--- src/rtl/div_sched_pkg.sv ---
// Shared types and constants for the divider scheduler: state encoding,
// datapath width, default requester count and the divide-by-zero quotient.
package div_sched_pkg;

    localparam int DIV_W    = 16;
    localparam int NREQ_DEF = 4;

    localparam logic [DIV_W-1:0] DZ_QUOT = '1;

    typedef enum logic [1:0] {
        ST_IDLE  = 2'd0,
        ST_ISSUE = 2'd1,
        ST_DRAIN = 2'd2
    } state_e;

    localparam logic [1:0] S_IDLE  = ST_IDLE;
    localparam logic [1:0] S_ISSUE = ST_ISSUE;
    localparam logic [1:0] S_DRAIN = ST_DRAIN;

endpackage

--- src/rtl/div_sched_if.sv ---
// Requester and divider-core signals of div_sched. The slave modport is the
// scheduler's view; the master modport is the surrounding issue logic/divider.
interface div_sched_if import div_sched_pkg::*; #(
    parameter int NREQ = NREQ_DEF,
    parameter int W    = DIV_W
);
    localparam int IDW = $clog2(NREQ);

    logic [NREQ-1:0]   req;
    logic [NREQ*W-1:0] opa;
    logic [NREQ*W-1:0] opb;
    logic [NREQ-1:0]   gnt;
    logic              busy;
    logic              ds;
    logic [W-1:0]      da;
    logic [W-1:0]      db;
    logic [W-1:0]      dq;
    logic [W-1:0]      dr;
    logic              df;
    logic              vld;
    logic [IDW-1:0]    vid;
    logic [W-1:0]      qo;
    logic [W-1:0]      ro;
    logic              dz;

    modport slave (
        input  req, opa, opb, dq, dr, df,
        output gnt, busy, ds, da, db, vld, vid, qo, ro, dz
    );

    modport master (
        output req, opa, opb, dq, dr, df,
        input  gnt, busy, ds, da, db, vld, vid, qo, ro, dz
    );

endinterface

--- src/rtl/div_sched_rr_arbiter.sv ---
// Combinational round-robin pick: first set request at or above ptr,
// wrapping past NREQ-1 back to 0. Returns one-hot grant and its index.
module rr_arbiter import div_sched_pkg::*; #(
    parameter int NREQ = NREQ_DEF
) (
    input  logic [NREQ-1:0]         req,
    input  logic [$clog2(NREQ)-1:0] ptr,
    output logic [NREQ-1:0]         gnt,
    output logic [$clog2(NREQ)-1:0] idx,
    output logic                    any
);
    localparam int IDW = $clog2(NREQ);

    logic [IDW:0] k;

    always_comb begin
        k   = '0;
        idx = '0;
        any = 1'b0;
        for (int i = 0; i < NREQ; i++) begin
            k = {1'b0, ptr} + (IDW+1)'(i);
            if (k >= (IDW+1)'(NREQ)) begin
                k = k - (IDW+1)'(NREQ);
            end
            if (!any && req[k[IDW-1:0]]) begin
                any = 1'b1;
                idx = k[IDW-1:0];
            end
        end
        gnt = any ? (NREQ'(1) << idx) : '0;
    end

endmodule

--- src/rtl/div_sched.sv ---
// Round-robin scheduler sharing one sequential divider among NREQ requesters.
// Optional DIV_SCHED_DZ_EN: zero divisors are answered locally, never issued.
module div_sched import div_sched_pkg::*; #(
    parameter int NREQ = NREQ_DEF,
    parameter int W    = DIV_W
) (
    input  logic       c,
    input  logic       rst,
    div_sched_if.slave bus
);
    // state    | meaning
    // S_IDLE   | arbitrate when DF low; also answers a pending zero-divisor op
    // S_ISSUE  | DS held high, operands stable, waiting for DF
    // S_DRAIN  | result delivered, waiting for DF to fall before next grant

    localparam int IDW = $clog2(NREQ);
    localparam logic [IDW-1:0] LAST_ID = IDW'(NREQ - 1);

    logic [1:0]      state;
    logic [IDW-1:0]  ptr;
    logic [IDW-1:0]  cur_id;
    logic [IDW-1:0]  nxt_id;
    logic [IDW-1:0]  win_idx;
    logic [NREQ-1:0] win_gnt;
    logic            win_any;
    logic [W-1:0]    sel_a;
    logic [W-1:0]    sel_b;
    logic            zero_div;
    logic            dz_pend;
    logic [W-1:0]    dz_a;

    logic [NREQ-1:0] gnt_q;
    logic            ds_q;
    logic [W-1:0]    da_q;
    logic [W-1:0]    db_q;
    logic            vld_q;
    logic [IDW-1:0]  vid_q;
    logic [W-1:0]    qo_q;
    logic [W-1:0]    ro_q;
    logic            dz_q;

    rr_arbiter #(.NREQ(NREQ)) u_arb (
        .req (bus.req),
        .ptr (ptr),
        .gnt (win_gnt),
        .idx (win_idx),
        .any (win_any)
    );

    always_comb begin
        sel_a = '0;
        sel_b = '0;
        for (int i = 0; i < NREQ; i++) begin
            if (win_idx == IDW'(i)) begin
                sel_a = bus.opa[i*W +: W];
                sel_b = bus.opb[i*W +: W];
            end
        end
    end

`ifdef DIV_SCHED_DZ_EN
    assign zero_div = (sel_b == '0);
`else
    assign zero_div = 1'b0;
`endif

    assign nxt_id = (cur_id == LAST_ID) ? '0 : cur_id + 1'b1;

    always_ff @(posedge c or posedge rst) begin
        if (rst) begin
            state   <= S_IDLE;
            ptr     <= '0;
            cur_id  <= '0;
            gnt_q   <= '0;
            ds_q    <= 1'b0;
            da_q    <= '0;
            db_q    <= '0;
            vld_q   <= 1'b0;
            vid_q   <= '0;
            qo_q    <= '0;
            ro_q    <= '0;
            dz_q    <= 1'b0;
            dz_pend <= 1'b0;
            dz_a    <= '0;
        end else begin
            gnt_q <= '0;
            vld_q <= 1'b0;
            case (state)
                S_IDLE: begin
                    if (dz_pend) begin
                        dz_pend <= 1'b0;
                        vld_q   <= 1'b1;
                        vid_q   <= cur_id;
                        qo_q    <= '1;
                        ro_q    <= dz_a;
                        dz_q    <= 1'b1;
                        ptr     <= nxt_id;
                    end else if (win_any && !bus.df) begin
                        gnt_q  <= win_gnt;
                        cur_id <= win_idx;
                        // Zero divisor is answered next cycle without touching the divider
                        if (zero_div) begin
                            dz_pend <= 1'b1;
                            dz_a    <= sel_a;
                        end else begin
                            da_q  <= sel_a;
                            db_q  <= sel_b;
                            ds_q  <= 1'b1;
                            state <= S_ISSUE;
                        end
                    end
                end
                S_ISSUE: begin
                    if (bus.df) begin
                        qo_q  <= bus.dq;
                        ro_q  <= bus.dr;
                        vid_q <= cur_id;
                        vld_q <= 1'b1;
                        dz_q  <= 1'b0;
                        ds_q  <= 1'b0;
                        state <= S_DRAIN;
                    end
                end
                S_DRAIN: begin
                    if (!bus.df) begin
                        ptr   <= nxt_id;
                        state <= S_IDLE;
                    end
                end
                default: begin
                    ds_q  <= 1'b0;
                    state <= S_IDLE;
                end
            endcase
        end
    end

    assign bus.gnt  = gnt_q;
    assign bus.busy = (state != S_IDLE);
    assign bus.ds   = ds_q;
    assign bus.da   = da_q;
    assign bus.db   = db_q;
    assign bus.vld  = vld_q;
    assign bus.vid  = vid_q;
    assign bus.qo   = qo_q;
    assign bus.ro   = ro_q;
    assign bus.dz   = dz_q;

endmodule

--- src/flat_wrapper.sv ---
// flat-port wrapper written by rule: the top's interface ports become plain ports
module div_sched_flat import div_sched_pkg::*;
#(
    parameter int NREQ = NREQ_DEF,
    parameter int W    = DIV_W
)
  (c, rst, bus_req, bus_opa, bus_opb, bus_dq, bus_dr, bus_df, bus_gnt, bus_busy, bus_ds, bus_da, bus_db, bus_vld, bus_vid, bus_qo, bus_ro, bus_dz);
  div_sched_if #(.NREQ(NREQ), .W(W)) bus_i ();
  input  logic c;
  input  logic rst;
  input wire logic [$bits(bus_i.req)-1:0] bus_req;
  input wire logic [$bits(bus_i.opa)-1:0] bus_opa;
  input wire logic [$bits(bus_i.opb)-1:0] bus_opb;
  input wire logic [$bits(bus_i.dq)-1:0] bus_dq;
  input wire logic [$bits(bus_i.dr)-1:0] bus_dr;
  input wire logic [$bits(bus_i.df)-1:0] bus_df;
  output wire logic [$bits(bus_i.gnt)-1:0] bus_gnt;
  output wire logic [$bits(bus_i.busy)-1:0] bus_busy;
  output wire logic [$bits(bus_i.ds)-1:0] bus_ds;
  output wire logic [$bits(bus_i.da)-1:0] bus_da;
  output wire logic [$bits(bus_i.db)-1:0] bus_db;
  output wire logic [$bits(bus_i.vld)-1:0] bus_vld;
  output wire logic [$bits(bus_i.vid)-1:0] bus_vid;
  output wire logic [$bits(bus_i.qo)-1:0] bus_qo;
  output wire logic [$bits(bus_i.ro)-1:0] bus_ro;
  output wire logic [$bits(bus_i.dz)-1:0] bus_dz;
  assign bus_i.req = bus_req;
  assign bus_i.opa = bus_opa;
  assign bus_i.opb = bus_opb;
  assign bus_i.dq = bus_dq;
  assign bus_i.dr = bus_dr;
  assign bus_i.df = bus_df;
  assign bus_gnt = bus_i.gnt;
  assign bus_busy = bus_i.busy;
  assign bus_ds = bus_i.ds;
  assign bus_da = bus_i.da;
  assign bus_db = bus_i.db;
  assign bus_vld = bus_i.vld;
  assign bus_vid = bus_i.vid;
  assign bus_qo = bus_i.qo;
  assign bus_ro = bus_i.ro;
  assign bus_dz = bus_i.dz;
  div_sched #(.NREQ(NREQ), .W(W)) u_core (.c(c), .rst(rst), .bus(bus_i));
endmodule
--- config.mk ---
export PLATFORM = sky130hd
export DESIGN_NAME = div_sched_flat
export DESIGN_NICKNAME = d
export VERILOG_FILES = /design/src/rtl/div_sched_pkg.sv /design/src/rtl/div_sched_if.sv /design/src/rtl/div_sched_rr_arbiter.sv /design/src/rtl/div_sched.sv /design/src/flat_wrapper.sv
export SDC_FILE = /design/constraint.sdc
export NUM_CORES = 1
export LEC_CHECK = 0
export ABC_AREA = 0
export CORE_ASPECT_RATIO = 0.9
export CORE_MARGIN = 4
export CORE_UTILIZATION = 40
export CTS_BUF_LIST = sky130_fd_sc_hd__clkbuf_8
export DETAILED_ROUTE_END_ITERATION = 12
export HOLD_SLACK_MARGIN = 0.15
export PLACE_DENSITY_LB_ADDON = 0.12
export SYNTH_ARGS = -nofsm -noshare
export SYNTH_HDL_FRONTEND = slang
export SYNTH_SLANG_ARGS = --single-unit
--- constraint.sdc ---
create_clock -name c -period 5.1 [get_ports c]
set_input_delay 1.02 -clock c [delete_from_list [all_inputs] [get_ports c]]
set_output_delay 1.02 -clock c [all_outputs]
set_load 0.01 [all_outputs]
Word level (Yosys, flattened, before mapping)
Cells that the tools add are included.
{"block": "word_totals", "register_bits": 79, "word_cells": 108}
{"block": "classes", "n_mux": 50, "addsub": 8, "eq_ne": 9, "bitwise_logic": 2, "n_reduce_logical": 18, "order_cmp": 8, "n_shift": 1}
{"op": "16-bit 2-to-1 mux", "count": 12}
{"op": "2-bit 2-to-1 mux", "count": 16}
{"op": "1-bit 2-to-1 mux", "count": 13}
{"op": "2-bit by 3-bit < comparator with 1-bit output, second input constant", "count": 4}
{"op": "4-bit 2-to-1 mux", "count": 3}
{"op": "3-bit AND reduction", "count": 4}
{"op": "3-bit >= comparator, second input constant", "count": 3}
{"op": "1-bit binary-select mux with 2-bit select", "count": 4}
{"op": "2-bit equality test, second input constant", "count": 4}
{"op": "2-bit by 1-bit subtractor with 2-bit output, second input constant", "count": 4}
{"op": "2-bit by 2-bit adder with 3-bit output, second input constant", "count": 2}
{"op": "2-bit one-hot mux with 3 select lines", "count": 1}
{"op": "2-bit nonzero test", "count": 3}
{"op": "2-bit by 1-bit equality test with 1-bit output, second input constant", "count": 2}
{"op": "1-bit logical AND", "count": 4}
{"op": "1-bit logical NOT", "count": 4}
{"op": "2-bit logical NOT", "count": 2}
{"op": "2-bit != test, second input constant", "count": 2}
{"op": "1-bit by 2-bit << shifter with 4-bit output, first input constant", "count": 1}
{"op": "2-bit by 1-bit adder with 3-bit output, second input constant", "count": 1}
{"op": "2-bit by 3-bit >= comparator with 1-bit output, second input constant", "count": 1}
{"op": "1-bit one-hot mux with 3 select lines", "count": 1}
{"op": "2-bit by 1-bit adder with 2-bit output, second input constant", "count": 1}
{"op": "2-bit by 1-bit != test with 1-bit output, second input constant", "count": 1}
{"op": "2 further kinds", "count": 3}

Longest topological paths before layout
Gate-level depths: netlist (run 1).
{"block": "depth", "word_depth": 19, "mapped_depth": 8}

Cells and area by module
A second synthesis (run 1) with hierarchy kept.
{"block": "unflattened", "cells_unflattened": 249, "area_unflattened_um2": 4070.2}
{"module": "div_sched", "cells_each": 217, "area_per_inst_um2": 3887.5, "instances": 1, "seq_area_each_um2": 1951.9}
{"module": "rr_arbiter", "cells_each": 32, "area_per_inst_um2": 182.7, "instances": 1, "seq_area_each_um2": 0.0}

Worst setup path after synthesis (run 1)
Ideal clock, no wire load.
{"block": "synth_timing", "path_kind": "input-to-reg", "start": "input bus_req[2]", "end": "register u_core.da_q[0] (netlist: u_core.bus.da[0])", "arrival_ps": 2463, "slack_ps": 2511, "path_buffers": 3, "setup_ps": 126, "path_stages": 8, "path_cell_list": "clkbuf_2 nor2b_1 or4_4 buf_6 buf_6 and3_1 a211oi_1 o21ai_1"}
{"block": "synth_between", "elab_chain_len": 17}
{"item": "from (decl)", "line": "flat_wrapper.sv:11", "text": "input wire logic [$bits(bus_i.req)-1:0] bus_req;"}
{"item": "1-bit binary-select mux with 2-bit select", "line": "div_sched_rr_arbiter.sv:25", "text": "if (!any && req[k[IDW-1:0]]) begin"}
{"item": "1-bit 2-to-1 mux (not written as such)", "line": "div_sched_rr_arbiter.sv:25"}
{"item": "1-bit 2-to-1 mux", "line": "div_sched_rr_arbiter.sv:25"}
{"item": "1-bit logical NOT", "line": "div_sched_rr_arbiter.sv:25"}
{"item": "1-bit logical AND", "line": "div_sched_rr_arbiter.sv:25"}
{"item": "1-bit 2-to-1 mux", "line": "div_sched_rr_arbiter.sv:25"}
{"item": "1-bit logical NOT", "line": "div_sched_rr_arbiter.sv:25"}
{"item": "1-bit logical AND", "line": "div_sched_rr_arbiter.sv:25"}
{"item": "1-bit 2-to-1 mux", "line": "div_sched_rr_arbiter.sv:25"}
{"item": "1-bit logical NOT", "line": "div_sched_rr_arbiter.sv:25"}
{"item": "1-bit logical AND", "line": "div_sched_rr_arbiter.sv:25"}
{"item": "2-bit 2-to-1 mux", "line": "div_sched_rr_arbiter.sv:25"}
{"item": "2-bit logical NOT", "line": "div_sched.sv:54", "text": "if (win_idx == IDW'(i)) begin"}
{"item": "16-bit 2-to-1 mux (4 in a row)", "line": "div_sched.sv:54"}
{"item": "to (signal assigned)", "line": "div_sched.sv:106", "text": "da_q <= sel_a;"}
{"item": "to (decl)", "line": "div_sched.sv:34", "text": "logic [W-1:0] da_q;"}
Parallel ways exist; a longest one is shown, timed or not. The select of a mux whose other input is x is not followed.
A chain may end at the register's enable or synchronous reset.

Worst setup path after layout (run 1)
{"block": "layout_timing", "start": "input bus_req[1]", "end": "register u_core.db_q[6] (netlist: u_core.bus.db[6])"}
{"block": "layout_between", "elab_chain_len": 17}
{"item": "1-bit binary-select mux with 2-bit select", "line": "div_sched_rr_arbiter.sv:25"}
{"item": "1-bit 2-to-1 mux (not written as such)", "line": "div_sched_rr_arbiter.sv:25"}
{"item": "1-bit 2-to-1 mux", "line": "div_sched_rr_arbiter.sv:25"}
{"item": "1-bit logical NOT", "line": "div_sched_rr_arbiter.sv:25"}
{"item": "1-bit logical AND", "line": "div_sched_rr_arbiter.sv:25"}
{"item": "1-bit 2-to-1 mux", "line": "div_sched_rr_arbiter.sv:25"}
{"item": "1-bit logical NOT", "line": "div_sched_rr_arbiter.sv:25"}
{"item": "1-bit logical AND", "line": "div_sched_rr_arbiter.sv:25"}
{"item": "1-bit 2-to-1 mux", "line": "div_sched_rr_arbiter.sv:25"}
{"item": "1-bit logical NOT", "line": "div_sched_rr_arbiter.sv:25"}
{"item": "1-bit logical AND", "line": "div_sched_rr_arbiter.sv:25"}
{"item": "2-bit 2-to-1 mux", "line": "div_sched_rr_arbiter.sv:25"}
{"item": "2-bit logical NOT", "line": "div_sched.sv:54"}
{"item": "16-bit 2-to-1 mux (4 in a row)", "line": "div_sched.sv:54"}
{"item": "to (signal assigned)", "line": "div_sched.sv:107", "text": "db_q <= sel_b;"}
{"item": "to (decl)", "line": "div_sched.sv:35", "text": "logic [W-1:0] db_q;"}
Parallel ways exist; a longest one is shown, timed or not. The select of a mux whose other input is x is not followed.

==> reports/results.txt, run 1 <==
Final Cell Area -> 6646 sq um
Router iterations before antenna repair -> 4
Final wirelength -> 14.01 mm
Setup TNS -> 0 ns
Yosys warning total -> 0
# diodes -> 0
Worst-Margin Slew -> 1.227 ns
Design Power -> 3.026 mW
GR Util All Layers -> 23.34%
Filler-free cell count of the finished design -> 790
Metal2 WL -> 6.966 mm
Met1 Wirelength -> 5.434 mm
Top-count cell post-synth -> nand2_1
CP max FO -> 32
GP Congestion -> 0.8608
EDFF count, synth -> 0
Port Buffer Count -> 239
Setup WS pre-CTS -> 1.382 ns
Die Wd -> 113.3 microns
Max cap viols -> 0
GR Overflow Total -> 0
Nature of the critical path endpoint -> register
Status -> finished, final reports clean
Crit path max-delay cell type -> or4_1
Critical path's largest stage delay -> 0.93 ns
Cells on worst reg2reg path -> 5
Top routing layer in use -> met4
Vias -> 4275
Synth Register Bits -> 78
Core area -> 9699 sq um
Fmax -> 0.2934 GHz
Ys flop type -> dfrtp_1
Antenna-violating nets left -> 0
Clock sink count -> 78
Synth cell count leaders -> nand2_1, dfrtp_1, clkbuf_1
WL/cell -> 17.74 microns
Die height -> 102.7 microns
Post-synthesis sequential area ratio -> 48.93%
Pins Over Slew Limit -> 0
Initial antenna violation count -> 0
Hold path cells -> 2
Slew margin rel. -> 18.07%
Power density over the cells -> 455.2 nW/um^2
Setup Crit Path Kind -> input port to register
Tcrit/Tclk final -> 66.83%
Worst hold path class -> register to register
HPWL Detailed -> 10.42 mm
CTS tree -> yes
Max VDD drop -> 0.0002260 V
Met3 WL post-DR -> 1.116 mm
Unrepaired setup endpoints after global routing -> false
Initial Util -> 41.12%
Post-route worst hold slack -> 0.4774 ns
WP data required -> 5.34 ns
Top cell type's share of synthesized area -> 48.93%
CTS Root Cell -> clkbuf_8
Setup Buffers After CTS -> 0
CTS Buf Count -> 9
Asr flop ratio synth -> 100.0%
Fin util -> 68.52%
DRC Markers -> 0
Vias per inst -> 5.411
Largest net degree at the start of global routing -> 47
Setup-failing EPs final -> 0
Post-Syn Area -> 3989 sq um
Top cells by area, synth -> dfrtp_1, nand2_1, o221ai_1
Cell Rows -> 34
CP Cell Sequence -> clkdlybuf4s50_1 -> nor4_1 -> or4_1 -> buf_4 -> nand2_1 -> o31ai_1
Final Skew -> 0.01267 ns
First-pass GRT wire length -> 21.54 mm
Startpoint Class -> input port
Share of cells above drive strength 1 -> 5.572%
Boundary pin count -> 241
Hold buffers post-CTS -> 0
Placed Cells -> 774
Mapped Nets -> 610
Final worst slack -> 1.692 ns
Cell variety after synth -> 47
Clock Path Buffers -> 2
Clock transition at path regs -> 0.09 ns
Period minus WS final -> 3.408 ns
Endpoints failing hold -> 0
Initial DRC count -> 214
Cells after Synth -> 442
Layout area overhead -> 66.62%
Final #Nets -> 827
Placed Area -> 6416 sq um
H-tree levels -> 3
Vias in the first global route -> 4321
Synth area leader -> dfrtp_1
Die area -> 11640 sq um
P_leak -> 2.801 nW
Clock Latency Late Sink -> 0.35 ns
Post-CTS resize count -> 0
Critical path arrival -> 3.65 ns
Syn Area/Cell -> 9.024 sq um
Fillers -> 790
==> worst paths after layout <==
check	slack, ns	startpoint	endpoint
min in group asynchronous	1.11	rst	u_core.bus.ro[1]$_DFFE_PP0P_
min	0.48	u_core.bus.ro[14]$_DFFE_PP0P_	u_core.bus.ro[14]$_DFFE_PP0P_
max	1.69	bus_req[1]	u_core.bus.db[6]$_DFFE_PP0P_
max reg2reg	2.70	u_core.ptr[0]$_DFFE_PP0P_	u_core.bus.db[7]$_DFFE_PP0P_
min reg2reg	0.48	u_core.bus.ro[14]$_DFFE_PP0P_	u_core.bus.ro[14]$_DFFE_PP0P_
max in group asynchronous	3.08	rst	u_core.bus.db[5]$_DFFE_PP0P_
==> state kept, by name (all words and copies together), names as in the netlist <==
signal,flops
u_core.ptr,2
u_core.state,2
u_core.bus.da,16
u_core.bus.ds,1
u_core.bus.vid,2
u_core.cur_id,2
u_core.bus.qo,16
u_core.bus.vld,1
u_core.bus.gnt,4
u_core.bus.db,16
u_core.bus.ro,16
==> where the power goes <==
group          switching, mW  internal [mW]  total, mW  leakage [nW]
Combinational          0.717          0.768       1.48          1.73
Clock                  0.236          0.292      0.528         0.109
Sequential             0.156          0.857       1.01         0.957
Total                   1.11           1.92       3.03          2.80
==> logic make-up (layout without fill, tap and decap cells) <==
family / after synthesis / in the layout / synth area share, %
compound gates: 135 / 135 / 24.91
buf+inv: 45 / 267 / 5.520
simple gates: 181 / 181 / 20.01
fa+ha+maj: 1 / 1 / 0.3136
xor+xnor: 1 / 1 / 0.2196
other cells: 1 / 1 / 0.09401
flops: 78 / 78 / 48.93
==> placed cells by master, fill, tap and decap left out, types with 3 or more instances in the layout <==
cell	count
clkdlybuf4s50_1	239
nand2_1	122
dfrtp_1	78
o21ai_0	19
a21oi_1	19
o221ai_1	15
and3_1	14
o21ai_1	14
nand3_1	13
a221o_1	13
o22a_1	13
a211oi_1	12
clkbuf_8	10
nor2_1	9
o31ai_1	9
buf_4	6
inv_1	4
a21o_1	4
a41oi_1	4
nor3_1	4
o21a_1	3
a211oi_2	3
and2_0	3
==> worst max-delay path: cells and delay by family <==
family,cells,cell delay [ns]
AOI/OAI and AO/OA,1,0.06
and+or+nand+nor,3,1.69
buffers and inverters,2,0.86
==> layout make-up <==
cell class	count	area, sq um	share of cell area, %
inverter	6	23.77	0.3577
sequential	78	1952	29.37
clock inverter	6	92.59	1.393
timing repair buffer	245	2437	36.67
tap	126	157.7	2.372
multi-input combinational	319	1846	27.77
clock buffer	10	137.6	2.071
==> per-layer routing <==
| metal | GRT usage (%) | vias up |
|---|---|---|
| met5 | 0 | - |
| met4 | 10.72 | 0 |
| met3 | 6.573 | 38 |
| met2 | 40.30 | 196 |
| met1 | 27.29 | 2023 |
| li1 | - | 2018 |
(Power assumes the default switching activity.)
==> inputs of run 2 (changes only) <==
Settings changed: CORE_UTILIZATION 40 to 39.
Clock period 5.1 ns to 3.6 ns, I/O delays scaled along.
==> run 2 against run 1 <==
Effect of this change: non-clock buffer count increased by 6; combinational power rose by 43%; clock skew decreased by 0.0054 ns; global-route usage shrank 0.30 points; hold slack improved by 0.0017 ns; sequential share of layout area fell by 0.11 points; first-iteration DRC count up 34%; clock power increased by 25%; sequential power is 43% higher; critical path depth unchanged.
==> reports/results.txt, run 2 (synthesis gave the netlist of run 1 again) <==
CTS Buf Count -> 9 (unchanged)
Seq. cell area -> 1952 sq um (unchanged)
Area taken by multi-input logic gates -> 1846 sq um (unchanged)
Worst hold path class -> register to register
CP Cell Sequence -> clkdlybuf4s50_1 -> nor2b_1 -> nor4_2 -> nor2_1 -> a21oi_1 -> o31ai_1
GP Congestion -> 0.8688 (+0.93%)
Die area -> 11910 sq um (+2.4%)
Pins Over Slew Limit -> 0 (unchanged)
Clock Path Buffers -> 2 (unchanged)
Layout area overhead -> 67.25%
Cell Rows -> 34 (unchanged)
Max cap viols -> 0 (unchanged)
Initial antenna violation count -> 0 (unchanged)
Tcrit/Tclk final -> 81.50%
Final Skew -> 0.007283 ns (-0.005389 ns)
Post-CTS resize count -> 0 (unchanged)
Nature of the critical path endpoint -> register
Boundary pin count -> 241 (unchanged)
Vias in the first global route -> 4313 (-0.19%)
Crit path max-delay cell type -> nor4_2
Setup Crit Path Kind -> input port to register
Vias -> 4214 (-1.4%)
Max VDD drop -> 0.0003422 V (+51%)
Critical path arrival -> 3.16 ns (-0.49 ns)
Worst-Margin Slew -> 1.174 ns (-0.05270 ns)
P_leak -> 2.818 nW (+0.61%)
Unrepaired setup endpoints after global routing -> false
Setup-failing EPs final -> 0 (unchanged)
Antenna-violating nets left -> 0 (unchanged)
Fin util -> 67.89% (-0.64 points)
Hold buffers post-CTS -> 0 (unchanged)
GR Overflow Total -> 0 (unchanged)
CTS tree -> yes
Setup Buffers After CTS -> 0 (unchanged)
Clock sink count -> 78 (unchanged)
HPWL Detailed -> 10.36 mm (-0.56%)
Setup TNS -> 0 ns (unchanged)
Fmax -> 0.3408 GHz
WL/cell -> 17.59 microns (-0.86%)
Die Wd -> 114.6 microns (+1.2%)
Critical path's largest stage delay -> 0.96 ns (+0.03 ns)
Initial Util -> 40.59% (-0.53 points)
GR Util All Layers -> 23.04% (-0.30 points)
Final #Nets -> 833 (+0.73%)
Initial DRC count -> 286 (+34%)
Vias per inst -> 5.294 (-2.2%)
Power density over the cells -> 631.0 nW/um^2 (+39%)
Final wirelength -> 14.00 mm (-0.11%)
Commonest non-fill, non-tap cells in the layout -> clkdlybuf4s50_1, nand2_1, dfrtp_1, o21ai_0, a21oi_1
CP max FO -> 14 (-56%)
Share of cells above drive strength 1 -> 6.269% (+0.70 points)
Status -> finished, final reports clean
Port Buffer Count -> 239 (unchanged)
Slew margin rel. -> 21.06% (+3.0 points)
Startpoint Class -> input port
First-pass GRT wire length -> 21.88 mm (+1.6%)
Fillers -> 786 (-0.51%)
Die height -> 103.9 microns (+1.2%)
# diodes -> 0 (unchanged)
Most common cell after layout, fill and taps aside -> clkdlybuf4s50_1
Clock transition at path regs -> 0.08 ns (about the same)
Period minus WS final -> 2.934 ns
H-tree levels -> 3 (unchanged)
Largest net degree at the start of global routing -> 79 (+68%)
Clock Latency Late Sink -> 0.35 ns (about the same)
CTS Root Cell -> clkbuf_8
WP data required -> 3.83 ns (-1.51 ns)
DRC Markers -> 0 (unchanged)
Core area -> 9827 sq um (+1.3%)
Endpoints failing hold -> 0 (unchanged)
Router iterations before antenna repair -> 4 (unchanged)
## run 2: cell types whose count changed in the layout (fill, tap and decap cells not counted), sizes merged
| cell | delta |
|---|---|
| buf | +6 |
| bufinv | -1 |
| clkbuf | -1 |
| clkinvlp | +1 |
| inv | +1 |
## run 2: metal layers
metal	global-route usage, %	up-vias	routed length [microns]
li1	-	2036	-
met1	28.71	1987	5529
met2	37.61	173	7016
met3	7.213	18	1232
met4	7.718	0	218
met5	0	-	0
## run 2: power by group
| part | internal [mW] | switching, mW | leakage [nW] |
|---|---|---|---|
| Combinational | 1.11 | 1.00 | 1.77 |
| Clock | 0.321 | 0.337 | 0.0933 |
| Sequential | 1.21 | 0.222 | 0.957 |
## run 2: cell type report
cell class                 instances  share of cell area, %
timing repair buffer             251                  37.40
sequential                        78                  29.26
multi-input combinational        319                  27.66
tap                              126                  2.363
clock buffer                       9                  1.857
clock inverter                     7                  1.107
inverter                           6                 0.3563
## run 2: metrics by stage
| stage | instance area (sq um) | hold slack (ns) | std cells | setup slack, ns | total power, mW |
|---|---|---|---|---|---|
| 4_1_cts | 6671 | 0.4822 | 796 | 0.7378 | 4.253 |
| 5_1_grt | 6671 | 0.5043 | 796 | 0.5608 | 4.505 |
| 6_report | 6671 | 0.4791 | 796 | 0.6660 | 4.210 |
| 3_5_place_dp | 6474 | 0.4614 | 780 | 0.3558 | 3.579 |
| 3_3_place_gp | 6474 | 0.4560 | 780 | 0.4828 | 3.530 |
| 2_1_floorplan | 3989 | 0.4647 | 442 | 0.8850 | 2.478 |
## run 2: path summary, 6_finish.rpt
path	startpoint	end	slack, ns	cells after the start
max	bus_req[2]	u_core.bus.db[3]$_DFFE_PP0P_	0.67	6
min	u_core.bus.qo[7]$_DFFE_PP0P_	u_core.bus.qo[7]$_DFFE_PP0P_	0.48	2
max reg2reg	u_core.ptr[0]$_DFFE_PP0P_	u_core.bus.db[3]$_DFFE_PP0P_	1.18	5
min reg2reg	u_core.bus.qo[7]$_DFFE_PP0P_	u_core.bus.qo[7]$_DFFE_PP0P_	0.48	2
max in group asynchronous	rst	u_core.bus.db[2]$_DFFE_PP0P_	2.49	3
min in group asynchronous	rst	u_core.bus.ro[7]$_DFFE_PP0P_	0.78	3
## run 2: critical path: cells and delay by family
kind,cells,cell delay (ns)
compound gates,2,0.34
buf+inv,1,0.55
simple gates,3,1.54
==> inputs of run 3 (changes only) <==
Settings changed: CORE_UTILIZATION 39 to 35.
Clock period 3.6 ns to 2.4 ns, I/O delays scaled along.
==> run 3 against run 2 <==
Effect of this change: non-clock buffer count up 26; final cell count up 6.5%; combinational power up 61%; largest power group unchanged.
==> reports/results.txt, run 3 (synthesis gave the netlist of run 1 again) <==
Status -> finished, final reports clean
Unrepaired setup endpoints after global routing -> false
P_leak -> 2.952 nW (+4.8%)
Die area -> 13170 sq um (+11%)
Hold endpoint -> u_core.bus.vid[1]$_DFFE_PP0P_
Critical path arrival -> 2.47 ns (-0.69 ns)
First-pass GRT wire length -> 22.87 mm (+4.5%)
WL/cell -> 17.33 microns (-1.5%)
WP buf/inv -> 3 (+2)
Met1 Wirelength -> 6.050 mm (+9.4%)
Metal2 WL -> 7.230 mm (+3.1%)
Vias in the first global route -> 4509 (+4.5%)
CP Cell Sequence -> clkdlybuf4s50_1 -> buf_4 -> nor2b_2 -> or4_4 -> buf_4 -> nand3_1 -> a21oi_1 -> o22a_1
Setup Buffers After CTS -> 0 (unchanged)
Period minus WS final -> 2.234 ns
Filler-free cell count of the finished design -> 848 (+6.5%)
Most common cell after layout, fill and taps aside -> clkdlybuf4s50_1
Cells on worst reg2reg path -> 6 (+1)
Antenna-violating nets left -> 0 (unchanged)
Worst hold path class -> register to register
Critical path's largest stage delay -> 0.65 ns (-0.31 ns)
Top routing layer in use -> met4
Fmax -> 0.4477 GHz
Cell family with most CP delay -> simple AND/OR/NAND/NOR gates
Reg-to-reg startpoint -> u_core.ptr[0]$_DFFE_PP0P_
Final wirelength -> 14.70 mm (+5.0%)
Clock sink count -> 78 (unchanged)
Clock Path Buffers -> 2 (unchanged)
Nature of the critical path endpoint -> register
Final #Nets -> 859 (+3.1%)
Placed Cells -> 830 (+6.4%)
Initial Util -> 36.29% (-4.3 points)
Final Skew -> 0.007495 ns (+0.0002123 ns)
Initial DRC count -> 271 (-5.2%)
Pins Over Slew Limit -> 0 (unchanged)
Layout area overhead -> 73.56%
Share of cells above drive strength 1 -> 9.914% (+3.6 points)
FF-to-FF End -> u_core.bus.da[11]$_DFFE_PP0P_
Vias per inst -> 5.121 (-3.3%)
DRC Markers -> 0 (unchanged)
Largest net degree at the start of global routing -> 79 (unchanged)
GP Congestion -> 0.8251 (-5.0%)
Core area -> 10990 sq um (+12%)
CTS Buf Count -> 9 (unchanged)
H-tree levels -> 3 (unchanged)
Setup Crit Path Kind -> input port to register
Commonest non-fill, non-tap cells in the layout -> clkdlybuf4s50_1, nand2_1, dfrtp_1, buf_4
Cell Rows -> 36 (+5.9%)
Clock transition at path regs -> 0.09 ns (about the same)
Setup-failing EPs final -> 0 (unchanged)
Max VDD drop -> 0.0003796 V (+11%)
Boundary pin count -> 241 (unchanged)
Crit path max-delay cell type -> or4_4
Clock Latency Late Sink -> 0.35 ns (about the same)
Router iterations before antenna repair -> 6 (+2)
Max cap viols -> 0 (unchanged)
Vias -> 4343 (+3.1%)
HPWL Detailed -> 11.04 mm (+6.5%)
WP data required -> 2.64 ns (-1.19 ns)
CTS tree -> yes
CP max FO -> 18 (+4)
Post-CTS resize count -> 0 (unchanged)
# diodes -> 0 (unchanged)
Die Wd -> 120.5 microns (+5.2%)
Tcrit/Tclk final -> 93.07%
Setup TNS -> 0 ns (unchanged)
CTS Root Cell -> clkbuf_8
Flop2flop setup slack -> 0.42 ns (-0.76 ns)
Slew margin rel. -> 61.67% (+41 points)
Worst-Margin Slew -> 0.5728 ns (-0.6015 ns)
Startpoint Class -> input port
CP most frequent cell -> buf_4
Power density over the cells -> 939.0 nW/um^2 (+49%)
Port Buffer Count -> 239 (unchanged)
Hold path cells -> 2 (unchanged)
Endpoints failing hold -> 0 (unchanged)
Met3 WL post-DR -> 1.175 mm (-4.6%)
Die height -> 109.3 microns (+5.1%)
Min-Delay Startpoint -> u_core.bus.vid[1]$_DFFE_PP0P_
Hold buffers post-CTS -> 0 (unchanged)
GR Overflow Total -> 0 (unchanged)
Initial antenna violation count -> 0 (unchanged)
GR Util All Layers -> 21.85% (-1.2 points)
run 3: cell count changes in the layout (fill, tap and decap cells not counted):
cell,before,now
inv_1,5,4
bufinv_16,1,0
buf_12,1,4
inv_6,1,2
buf_4,11,34
inv_8,0,1
run 3: cell type report:
| cell class | count | area (sq um) |
|---|---|---|
| Fill cell | 986 | 4068 |
| Timing Repair Buffer | 277 | 2728 |
| Tap cell | 152 | 190.2 |
| Clock buffer | 9 | 123.9 |
| Sequential cell | 78 | 1952 |
| Inverter | 6 | 26.28 |
| Clock inverter | 7 | 57.56 |
| Multi-Input combinational cell | 319 | 1846 |
run 3: report_power, final:
group          switching [mW]  internal, mW  leakage (nW)
registers               0.344          1.82         0.957
logic                    1.57          1.83          1.91
clock network           0.537         0.390        0.0881
run 3: metal layers:
metal,vias up,track usage (%)
met5,-,0
met4,0,6.068
met3,19,7.521
met2,175,36.54
met1,2062,27.06
li1,2087,-
run 3: worst max path at each step:
stage                     from                             to  slack, ns  depth (start not counted)
global route        bus_req[2]   u_core.bus.db[3]$_DFFE_PP0P_       0.02                         10
floorplan           bus_req[2]   u_core.bus.da[0]$_DFFE_PP0P_       0.35                          8
global placement    bus_req[0]  u_core.bus.db[15]$_DFFE_PP0P_      -0.16                          8
detailed placement  bus_req[3]   u_core.bus.da[5]$_DFFE_PP0P_      -0.31                          7
finish              bus_req[0]  u_core.bus.db[11]$_DFFE_PP0P_       0.17                          8
CTS                 bus_req[3]   u_core.bus.da[5]$_DFFE_PP0P_       0.04                          7
run 3: per-stage QoR:
stage / util, % / power, mW / setup WS (ns) / hold slack, ns / cell area [sq um]
after floorplan: - / 3.718 / 0.3513 / 0.4647 / 3993
after global placement: 61.20 / 5.512 / -0.1571 / 0.4565 / 6726
after detailed placement: 61.20 / 5.606 / -0.3111 / 0.4624 / 6726
after CTS: 62.85 / 6.566 / 0.03653 / 0.4853 / 6908
after global routing: 62.99 / 6.966 / 0.02190 / 0.5007 / 6923
final: 62.99 / 6.501 / 0.1663 / 0.4762 / 6923
run 3: tightest hold or removal path, cell delays in order, from the launching register on:
cell     delay, ns
dfrtp_1       0.35
nand2_1       0.05
nand2_1       0.05
==> RTL change: new RTL, flow settings as in run 2 <==
Change the package constant `NREQ_DEF` from 4 to 2.
--- a/src/rtl/div_sched_pkg.sv
+++ b/src/rtl/div_sched_pkg.sv
@@ -3,7 +3,7 @@
 package div_sched_pkg;
 
     localparam int DIV_W    = 16;
-    localparam int NREQ_DEF = 4;
+    localparam int NREQ_DEF = 2;
 
     localparam logic [DIV_W-1:0] DZ_QUOT = '1;
 
Interface: changed (5 resized); port bits go from 241 to 172. The function was not compared with the original's and may differ.
==> RTL change against run 2 <==
Sequential cell count decreased by 5. Critical path type unchanged. Final area shrank 23%. Area after synthesis shrank 19%. Worst hold slack better by 2.2 ps. Setup slack better by 510 ps. Largest power group unchanged. Power is 25% lower. Wire length decreased by 37%. Core utilization shrank 4.1 points. Sequential power shrank 12%. Largest cell class is now sequential cells.
==> RTL change: results <==
[status]
status = completed

[finish]
finalNetCount = 515
n_antenna_cell = 0
drive_above_1_share_pct = 21.2

[cts]
cts_root_buf = clkbuf_8
htree_levels = 3
cts_buffers = 9
post_cts_buffers = 0
worstSkewPairLatency_ps = 350
clkTransAtPathRegs_ps = 80
ctsResizeCount = 0
clockBufferDepth = 2

[hold_path]
hold_path_class = reg -> reg
hold_path_depth = 2

[synth]
synth_edf_count = 0
synth_area_leaders = dfrtp_1 (57%), mux2_2 (11%), a221o_1 (9.9%)
ys_seq_area_share_pct = 56.6
yosys-top-cells-count = dfrtp_1 (73), nand2_1 (37), a221o_1 (32), mux2_2 (32), nor3_2 (30)
ys_types = 24
async_flop_share_pct = 100
synthesis.nets = 352
ys_warn_count = 0
synthCells = 251

[critical_path]
slowest_stage = nand3b_1
r2r_slack_ps = 1590
cp_slowest_stage_delay_ps = 590
cp_max_fo = 19
reg2reg_depth = 3
crit_family = buffers and inverters
crit_arrival_ps = 2650

[global_route]
first_global_vias = 2689
grt_util_all_layers_pct = 18.3
grt_max_degree = 63
grt_pass1_wl_um = 14000
antenna_found_initial = 0

[sta]
worst_slew_pin_slew_ps = 1070
clock_skew_ps = 14.4
min_period_over_period_pct = 67.3

[placement]
numPortBuffers = 170
gp_congestion = 0.726
hpwlAfterDp_um = 6310
dp.cells = 502
dp_slack_ps = 772
place_area_um2 = 4970

[drt]
vias = 2640
via_per_inst = 5.10
finalWirelength_um = 8870
drtIter0Drc = 89
firstDrtPassIters = 4

[pwr]
p_sw_share_pct = 31.2
vdd_drop_max_uv = 308
p_leak_nw = 2.10
## RTL change: power groups by stage
stage	clock network, mW	registers [mW]	logic [mW]
6_report	0.567	1.27	1.34
5_1_grt	0.620	1.32	1.42
4_1_cts	0.587	1.28	1.36
3_5_place_dp	0	1.28	1.36
3_3_place_gp	0	1.28	1.33
2_1_floorplan	0	1.41	0.439
## RTL change: area by class of cell
cell class,instances,area [µm²]
Clock inverter,7,46.3
Multi-Input combinational cell,151,1250
Timing Repair Buffer,176,1760
Tap cell,99,124
Clock buffer,9,124
Inverter,3,12.5
Sequential cell,73,1830
Fill cell,663,2930
## RTL change: per-layer routing
layer	up-vias	track usage [%]	part of all wire, %	wire (µm)
li1	1238	-	-	-
met1	1279	22.0	43	3820
met2	108	29.8	47	4180
met3	15	7.70	8.2	728
met4	0	5.98	1.7	151
met5	-	0	0	0
## RTL change: stage by stage
step	hold slack, ps	utilization, %
floorplan	435	-
global placement	452	61.6
detailed placement	472	61.6
CTS	491	63.7
global route	517	63.7
finish	481	63.7
## RTL change: cell families (layout without fill, tap and decap cells)
logic type	Yosys count	count (layout)	share of synthesized area (%)
flops	73	73	56.6
xor+xnor	1	1	0.272
compound gates	37	37	10.7
buf+inv	27	195	5.00
mux	32	32	11.2
simple gates	80	80	16.1
other cells	1	1	0.116
## RTL change: tightest hold or removal path, delay by kind of cell (launching register included)
| kind | cells | cell delay [ps] |
|---|---|---|
| compound gates | 1 | 60 |
| simple gates | 1 | 40 |
| flops | 1 | 340 |
## RTL change: final timing paths
path,from,end
worst max-delay path,bus_df,u_core.bus.qo[3]
min in group asynchronous,rst,u_core.bus.db[15]
worst min register to register,u_core.bus.vid,u_core.bus.vid
max in group asynchronous,rst,u_core.bus.qo[5]
worst max register to register,u_core.state[1],u_core.bus.qo[3]
worst min-delay path,u_core.bus.vid,u_core.bus.vid
